`config.mk`:
```
export PLATFORM = sky130hd
export DESIGN_NAME = nbit_serial_addsub
export DESIGN_NICKNAME = d
export VERILOG_FILES = /design/src/rtl/addsub_pkg.sv /design/src/rtl/digit_addsub.sv /design/src/rtl/nbit_serial_addsub.sv
export SDC_FILE = /design/constraint.sdc
export NUM_CORES = 1
export LEC_CHECK = 0
export BUFFER_PORTS_ARGS = -buffer_cell sky130_fd_sc_hd__buf_2
export CAP_MARGIN = 40
export CORE_MARGIN = 2
export CORE_UTILIZATION = 30
export DETAILED_ROUTE_END_ITERATION = 12
export PLACE_DENSITY = 0.6
export SKIP_CTS_REPAIR_TIMING = 1
export SKIP_LAST_GASP = 1
export SYNTH_ARGS = -nofsm -noshare
export SYNTH_HDL_FRONTEND = slang
export SYNTH_SLANG_ARGS = --single-unit
```
`constraint.sdc`:
```
create_clock -name clk -period 6.89 [get_ports clk]
set_input_delay 1.378 -clock clk [delete_from_list [all_inputs] [get_ports clk]]
set_output_delay 1.378 -clock clk [all_outputs]
set_load 0.01 [all_outputs]
```
`src/rtl/addsub_pkg.sv`:
```
// Shared encodings for the digit-serial add/subtract unit: op codes, FSM states
// and the digit-count helper.
package addsub_pkg;

    localparam logic ADDSUB_ADD = 1'b0;
    localparam logic ADDSUB_SUB = 1'b1;

    typedef enum logic [1:0] {
        IDLE = 2'd0,
        RUN  = 2'd1,
        DONE = 2'd2
    } state_e;

    // Returns 0 when DIGIT does not divide WIDTH so the top can refuse to elaborate.
    function automatic int calc_ndig(input int width, input int digit);
        if (digit <= 0 || width <= 0 || (width % digit) != 0) begin
            return 0;
        end
        return width / digit;
    endfunction

endpackage

```
`src/rtl/digit_addsub.sv`:
```
// Combinational DIGIT-bit add/subtract slice. In subtract mode ci/co are a
// borrow-in/borrow-out chain rather than an inverted carry.
module digit_addsub
    import addsub_pkg::*;
#(
    parameter int DIGIT = 8
) (
    input  logic             op,
    input  logic             ci,
    input  logic [DIGIT-1:0] da,
    input  logic [DIGIT-1:0] db,
    output logic [DIGIT-1:0] dx,
    output logic             co
);

    logic c;

    always_comb begin
        c  = ci;
        dx = '0;
        for (int i = 0; i < DIGIT; i++) begin
            dx[i] = da[i] ^ db[i] ^ c;
            if (op == ADDSUB_ADD) begin
                c = (da[i] & db[i]) | (c & (da[i] ^ db[i]));
            end else begin
                c = (~da[i] & db[i]) | (c & ~(da[i] ^ db[i]));
            end
        end
        co = c;
    end

endmodule

```
`src/rtl/nbit_serial_addsub.sv`:
```
// Digit-serial add/subtract, LSB digit first, with valid/ready on both sides.
// Define NBIT_ADDSUB_SAT_EN to saturate x on signed overflow.
//
// state | meaning
// IDLE  | in_ready=1, waiting for operands
// RUN   | one digit per cycle through the slice, carry held in carry_q
// DONE  | out_valid=1, result held until out_ready
module nbit_serial_addsub
    import addsub_pkg::*;
#(
    parameter int WIDTH = 32,
    parameter int DIGIT = 8
) (
    input  logic             clk,
    input  logic             rst,
    input  logic             in_valid,
    output logic             in_ready,
    input  logic             op,
    input  logic             cin,
    input  logic [WIDTH-1:0] a,
    input  logic [WIDTH-1:0] b,
    output logic             out_valid,
    input  logic             out_ready,
    output logic [WIDTH-1:0] x,
    output logic             cout,
    output logic             ovf,
    output logic             busy
);

    localparam int NDIG  = calc_ndig(WIDTH, DIGIT);
    localparam int CNT_W = (NDIG > 1) ? $clog2(NDIG) : 1;
    localparam logic [CNT_W-1:0] LAST = CNT_W'(NDIG - 1);
    localparam int M = DIGIT - 1;

    generate
        if (NDIG == 0) begin : g_bad_cfg
            $error("DIGIT must divide WIDTH");
        end
    endgenerate

    state_e             state_q;
    logic [WIDTH-1:0]   a_q, b_q, x_q;
    logic               op_q, carry_q, cout_q, ovf_q;
    logic [CNT_W-1:0]   cnt_q;
    logic               in_ready_q, out_valid_q;

    logic [DIGIT-1:0]   dx;
    logic               co;
    logic [WIDTH-1:0]   x_d, x_fin_d;
    logic               ovf_d;

    digit_addsub #(.DIGIT(DIGIT)) u_slice (
        .op (op_q),
        .ci (carry_q),
        .da (a_q[DIGIT-1:0]),
        .db (b_q[DIGIT-1:0]),
        .dx (dx),
        .co (co)
    );

    // On the last digit the slice sees the operand MSBs, so overflow is judged there.
    always_comb begin
        x_d = x_q;
        x_d[int'(cnt_q) * DIGIT +: DIGIT] = dx;
        if (op_q == ADDSUB_ADD) begin
            ovf_d = (a_q[M] == b_q[M]) && (dx[M] != a_q[M]);
        end else begin
            ovf_d = (a_q[M] != b_q[M]) && (dx[M] != a_q[M]);
        end
`ifdef NBIT_ADDSUB_SAT_EN
        x_fin_d = ovf_d ? {a_q[M], {(WIDTH-1){~a_q[M]}}} : x_d;
`else
        x_fin_d = x_d;
`endif
    end

    always_ff @(posedge clk or posedge rst) begin
        if (rst) begin
            state_q     <= IDLE;
            a_q         <= '0;
            b_q         <= '0;
            x_q         <= '0;
            op_q        <= 1'b0;
            carry_q     <= 1'b0;
            cout_q      <= 1'b0;
            ovf_q       <= 1'b0;
            cnt_q       <= '0;
            in_ready_q  <= 1'b1;
            out_valid_q <= 1'b0;
        end else begin
            case (state_q)
                IDLE: begin
                    if (in_valid) begin
                        a_q        <= a;
                        b_q        <= b;
                        op_q       <= op;
                        carry_q    <= cin;
                        cnt_q      <= '0;
                        in_ready_q <= 1'b0;
                        state_q    <= RUN;
                    end
                end
                RUN: begin
                    a_q     <= a_q >> DIGIT;
                    b_q     <= b_q >> DIGIT;
                    carry_q <= co;
                    if (cnt_q == LAST) begin
                        x_q         <= x_fin_d;
                        cout_q      <= co;
                        ovf_q       <= ovf_d;
                        cnt_q       <= '0;
                        out_valid_q <= 1'b1;
                        state_q     <= DONE;
                    end else begin
                        x_q   <= x_d;
                        cnt_q <= cnt_q + CNT_W'(1);
                    end
                end
                DONE: begin
                    if (out_ready) begin
                        out_valid_q <= 1'b0;
                        in_ready_q  <= 1'b1;
                        state_q     <= IDLE;
                    end
                end
                default: begin
                    out_valid_q <= 1'b0;
                    in_ready_q  <= 1'b1;
                    state_q     <= IDLE;
                end
            endcase
        end
    end

    assign in_ready  = in_ready_q;
    assign out_valid = out_valid_q;
    assign x         = x_q;
    assign cout      = cout_q;
    assign ovf       = ovf_q;
    assign busy      = (state_q != IDLE);

endmodule

```
==> metrics, run 1 <==
number of iterations in the first detailed-routing pass=4; DRC viols=0; register area=0.002654 sq mm; status=completed; Multi-input gate area=0.002231 sq mm; Post-Synth Adder-Cell Area=7.975%; # port buffers=106; latest clock arrival within the worst-skew pair=0.35 ns; chip height=134.6 um; Compound-Gate Fraction of Synth Area=21.50%; vias per cell=4.911; number of enable flip-flop cells after synthesis=0; starting density of the core=30.73%; Post-Syn Instances=477; Slew headroom=44.68%; synthesis-to-finish area growth=20.18%; hold path depth=2; crit path launch type=flop; Final Max Tran Viols=0; Yosys top cell by area=dfrtp_1; antenna cells=0; layout cells sized above 1=25.61%; Synth Flop Type=dfrtp_1; CP arrival=5.54 ns; die width=134.6 um; period utilization=76.81%; vias in the first global route=3,837; post-synthesis simple-gate area fraction=11.79%; vias=3,899; GRT Residual Overflow=0; Power Density=473.7 mW/mm^2; dpl cell area=0.005876 sq mm; final hold violations=0; min-delay worst type=flop to flop; Top-Level Pins=107; CP Capture Type=flop; 1st-iter DRT viols=266; Post-Syn Nets=570; R2R Setup Slk=1.60 ns; Layout fillers=1,646; final setup violation count=0; die area=0.01811 sq mm; H-Tree Depth=3; Final #Nets=662; largest family of logic cells by synthesized area=compound AO/OA/AOI/OAI gates; Sink Count=106; global-route wire length before repair=20,680 um; antenna violations before repair=1; clock root buffer=clkbuf_16; number of distinct library cells after synthesis=44; GRT Total Usage=14.53%; Worst Skew=0.008812 ns; r2r endpoint=ovf$_DFFE_PP0P_; wirelength, routed=12,840 um; Hold Crit Start=b_q[8]$_DFFE_PP0P_; XOR/XNOR Fraction of Synth Area=0.3425%; most numerous cell in the Yosys netlist=dfrtp_1; Max Cap Viol=0; R2R depth=18; row count=47; Final HPWL DP=9313 um; Worst-path clk slew=0.07 ns; Leakage=2.860 nW; Peak VDD IR=0.1611 mV; ranking of synthesized cells by area=dfrtp_1 51%, fa_1 6.3%, nand2_1 5.7%; setup TNS=0 ns; Detail Route Antenna Nets=0; Placer Congestion=0.7553; Post-Syn Area=0.005115 sq mm; Max Fclk=188.9 MHz; most frequent cells after synthesis=105 x dfrtp_1, 78 x nand2_1, 48 x o21ai_0; Period minus WS final=5.292 ns; Wirelength per Cell=16.17 um; syn avg cell area=10.72 sq um; RSZ-0062 raised after global routing=false; cts bufs inserted=9; area of the core=0.01664 sq mm; Critical Path Fanout Max=5; Worst Path Required=7.14 ns; clock tree from TritonCTS=built; Hold Path Sink=b_q[8]$_DFFE_PP0P_; Ys Warns=0; Slew @ Worst Pin=0.8297 ns; CTS Buffer Depth=2; r2r startpoint=a_q[0]$_DFFE_PP0P_; sequential share of the synthesized area=51.88%; crit path kind=flop to flop; mux share of post-synthesis cell area=1.884%; Finished Cell Area=0.006147 sq mm; #FFs+latches synth=106; largest net degree at the start of global routing=67; FFs w/ async S/R, synth=100.0%; Yosys top cell area share=51.37%
-- kinds of logic (layout without fill, tap and decap cells) --
logic type | after synthesis | in the layout
fa+ha+maj | 23 | 23
buf+inv | 52 | 149
mux | 9 | 9
flops | 106 | 106
simple gates | 112 | 112
compound gates | 173 | 173
xor+xnor | 2 | 2
-- metrics by stage --
stage | setup WS [ns] | utilization [%] | power (mW) | hold WS (ns) | cells
2_1_floorplan | 2.061 | - | 2.035 | 0.4418 | 477
3_3_place_gp | 1.837 | 34.88 | 2.366 | 0.4600 | 775
3_5_place_dp | 1.627 | 35.31 | 2.464 | 0.4671 | 778
4_1_cts | 1.600 | 36.94 | 2.944 | 0.4843 | 794
5_1_grt | 1.333 | 36.94 | 3.149 | 0.4974 | 794
6_report | 1.598 | 36.94 | 2.912 | 0.4805 | 794
-- area by class of cell --
cell class | instances | share of cell area (%)
repair buffers | 115 | 10.50
inverters | 18 | 1.140
multi-input cells | 319 | 36.29
clock inverters | 5 | 0.6310
well taps | 220 | 4.478
flip-flops and latches | 106 | 43.17
clock buffers | 11 | 3.786
-- critical path: stages (launching register included) --
cell and delay, ns:
dfrtp_1 0.40, inv_1 0.08, fa_1 0.41, mux2_2 0.31
fa_1 0.37, mux2i_1 0.27, fa_1 0.22, mux2_2 0.18
fa_1 0.16, mux2i_1 0.12, fa_1 0.40, mux2_2 0.30
fa_1 0.38, mux2i_1 0.29, fa_1 0.23, mux2_2 0.18
fa_1 0.51, xor2_1 0.18, o31ai_1 0.20
-- how the worst max path moves through the flow --
stage,end,slack [ns],from,cells after the start
3_5_place_dp,ovf$_DFFE_PP0P_,1.63,a_q[0]$_DFFE_PP0P_,18
6_report,ovf$_DFFE_PP0P_,1.60,a_q[0]$_DFFE_PP0P_,18
5_1_grt,ovf$_DFFE_PP0P_,1.33,a_q[0]$_DFFE_PP0P_,18
3_3_place_gp,ovf$_DFFE_PP0P_,1.84,a_q[0]$_DFFE_PP0P_,18
4_1_cts,ovf$_DFFE_PP0P_,1.60,a_q[0]$_DFFE_PP0P_,18
2_1_floorplan,ovf$_DFFE_PP0P_,2.06,a_q[0]$_DFFE_PP0P_,18
-- where the power goes --
| group | leakage, nW | internal [mW] | switching, mW |
|---|---|---|---|
| Clock | 0.136 | 0.249 | 0.230 |
| Sequential | 1.36 | 0.869 | 0.201 |
| Combinational | 1.36 | 0.552 | 0.811 |
-- registers in the layout (all words and copies together), names as in the netlist --
register	cells
op_q	1
out_valid	1
a_q	32
state_q	2
b_q	32
cout	1
x	32
carry_q	1
in_ready	1
cnt_q	2
ovf	1
-- routing by layer --
layer  part of all wire (%)  track usage, %
met5                   0.10               0
met2                     45           21.94
met1                     48           20.78
met3                    5.9           3.941
met4                    1.2           3.684
-- cell usage in the layout (no fill, tap or decap), types with 16 or more instances in the layout --
master	count
a22o_1	24
a21oi_1	18
dfrtp_1	105
nand2_1	78
inv_1	16
o21ai_0	48
fa_1	16
a22oi_1	20
o22ai_1	36
buf_2	106
(Power assumes the default switching activity.)
==> inputs of run 2 (changes only) <==
==> constraint.sdc (replaced) <==
create_clock -name clk -period 4.9 [get_ports clk]
set_input_delay 0.98 -clock clk [delete_from_list [all_inputs] [get_ports clk]]
set_output_delay 0.98 -clock clk [all_outputs]
set_load 0.01 [all_outputs]
==> metrics, run 2 (synthesis gave the netlist of run 1 again) <==
clock root buffer=clkbuf_16 (unchanged); Top cell by count, worst path=fa_2 (was fa_1); Placer Congestion=0.7645 (was 0.7553); min-delay worst type=flop to flop (unchanged); Worst Path Required=5.16 ns (was 7.14 ns); layout cells sized above 1=29.24% (was 25.61%); R2R depth=18 (unchanged); Wirelength per Cell=16.23 um (was 16.17 um); final setup violation count=0 (unchanged); H-Tree Depth=3 (unchanged); antenna cells=0 (unchanged); Non-Filler Instances=798 (was 794); grt peak-use layer=met2 (unchanged); global-route wire length before repair=20,780 um (was 20,680 um); period utilization=98.49% (was 76.81%); chip height=134.6 um (unchanged); Setup crit start=a_q[0]$_DFFE_PP0P_ (unchanged); Finished Cell Area=0.006281 sq mm (was 0.006147 sq mm); 1st-iter DRT viols=311 (was 266); clock tree from TritonCTS=built (unchanged); Slew headroom=48.46% (was 44.68%); met2 Use GR=22.99% (was 21.94%); Final HPWL DP=9341 um (was 9313 um); starting density of the core=30.73% (unchanged); number of iterations in the first detailed-routing pass=4 (unchanged); row count=47 (unchanged); Max Fclk=207.2 MHz (was 188.9 MHz); Period minus WS final=4.826 ns (was 5.292 ns); r2r startpoint=a_q[0]$_DFFE_PP0P_ (unchanged); CP Depth=18 (unchanged); Max Cap Viol=0 (unchanged); placed cell count=781 (was 778); Buf/Inv on CP=1 (unchanged); Final Max Tran Viols=0 (unchanged); hold path depth=2 (unchanged); CTS Buffer Depth=2 (unchanged); Slew @ Worst Pin=0.7731 ns (was 0.8297 ns); status=completed (unchanged); latest clock arrival within the worst-skew pair=0.35 ns (about the same); Leakage=2.897 nW (was 2.860 nW); largest net degree at the start of global routing=56 (was 67); total power=4.379 mW (was 2.912 mW); synthesis-to-finish area growth=22.80% (was 20.18%); RSZ-0062 raised after global routing=true (was false); most frequent cells in the layout=106 x buf_2, 105 x dfrtp_1, 78 x nand2_1 (unchanged); wirelength, routed=12,950 um (was 12,840 um); CP arrival=5.09 ns (was 5.54 ns); Peak VDD IR=0.2812 mV (was 0.1611 mV); vias per cell=4.984 (was 4.911); Worst-path clk slew=0.07 ns (about the same); CP cell instances=inv_2 > fa_2 > mux2_4 > fa_2 > mux2i_4 > fa_2 > mux2_4 > fa_2 > mux2i_4 > fa_2 > mux2_4 > fa_2 > mux2i_4 > fa_2 > mux2_4 > fa_1 > xor2_1 > o31ai_1 (was inv_1 > fa_1 > mux2_2 > fa_1 > mux2i_1 > fa_1 > mux2_2 > fa_1 > mux2i_1 > fa_1 > mux2_2 > fa_1 > mux2i_1 > fa_1 > mux2_2 > fa_1 > xor2_1 > o31ai_1); DRC viols=0 (unchanged); Top-Level Pins=107 (unchanged); GRT Residual Overflow=0 (unchanged); Worst Skew=0.008174 ns (was 0.008812 ns); area of the core=0.01664 sq mm (unchanged); Hold Crit Start=x[31]$_DFFE_PP0P_ (was b_q[8]$_DFFE_PP0P_); antenna violations before repair=0 (was 1); vias in the first global route=3,906 (was 3,837); Critical Path Fanout Max=3 (was 5); largest stage delay on the critical path=0.44 ns (was 0.51 ns); dpl cell area=0.005878 sq mm (was 0.005876 sq mm); GRT Total Usage=14.62% (was 14.53%); crit path kind=flop to flop (unchanged); Power Density=697.2 mW/mm^2 (was 473.7 mW/mm^2); crit path launch type=flop (unchanged); CP Capture Type=flop (unchanged); met3 Use GR=3.866% (was 3.941%); # port buffers=106 (unchanged); leading cell type in the layout, fill and taps excluded=buf_2 (unchanged); final hold violations=0 (unchanged); Detail Route Antenna Nets=0 (unchanged); met1 usage=20.31% (was 20.78%); Final #Nets=666 (was 662); Sink Count=106 (unchanged); slowest stage cell, crit path=fa_1 (unchanged); vias=3,977 (was 3,899); die width=134.6 um (unchanged); die area=0.01811 sq mm (unchanged); cts bufs inserted=9 (unchanged); Largest delay share family, worst path=adder cells (unchanged)
==> run 2: layout make-up <==
cell class | count | area [sq um]
multi-input cells | 319 | 2321
clock buffers | 10 | 229.0
clock inverters | 6 | 72.57
well taps | 220 | 275.3
fillers | 1679 | 10360
inverters | 18 | 70.07
flip-flops and latches | 106 | 2654
repair buffers | 119 | 659.4
==> run 2: per-stage QoR <==
step | setup WS [ns] | TNS, ns | util (%) | hold slack (ns)
final | 0.07415 | 0 | 37.74 | 0.4831
after global routing | -0.1081 | -0.2097 | 37.74 | 0.5129
after CTS | -0.2544 | -1.263 | 37.13 | 0.4858
after detailed placement | -0.2212 | -1.041 | 35.32 | 0.4691
after global placement | -0.02565 | -0.02565 | 35.07 | 0.4592
after floorplan | 0.07091 | 0 | - | 0.4418
==> run 2: worst paths after layout <==
path | endpoint | slack (ns)
setup / recovery | ovf$_DFFE_PP0P_ | 0.07
hold / removal | x[31]$_DFFE_PP0P_ | 0.48
setup reg to reg | ovf$_DFFE_PP0P_ | 0.07
hold reg to reg | x[31]$_DFFE_PP0P_ | 0.48
max in group asynchronous | x[9]$_DFFE_PP0P_ | 3.63
min in group asynchronous | ovf$_DFFE_PP0P_ | 0.61
==> run 2: power by group <==
group,leakage [nW],internal [mW],switching [mW],total (mW)
clock,0.149,0.404,0.339,0.743
combinational,1.39,0.919,1.21,2.12
sequential,1.36,1.22,0.290,1.51
total,2.90,2.55,1.83,4.38
==> run 2: tightest hold or removal path: stages (launching register included) <==
cell and delay, ns:
dfrtp_1 0.35, nand2_1 0.06, o21ai_2 0.05
==> run 2: metal layers <==
layer	share of wire, %	wire length [um]	vias up
met5	0	0	-
met3	5.8	747	10
li1	-	-	1887
met4	0.86	112	0
met2	47	6116	142
met1	46	5975	1938
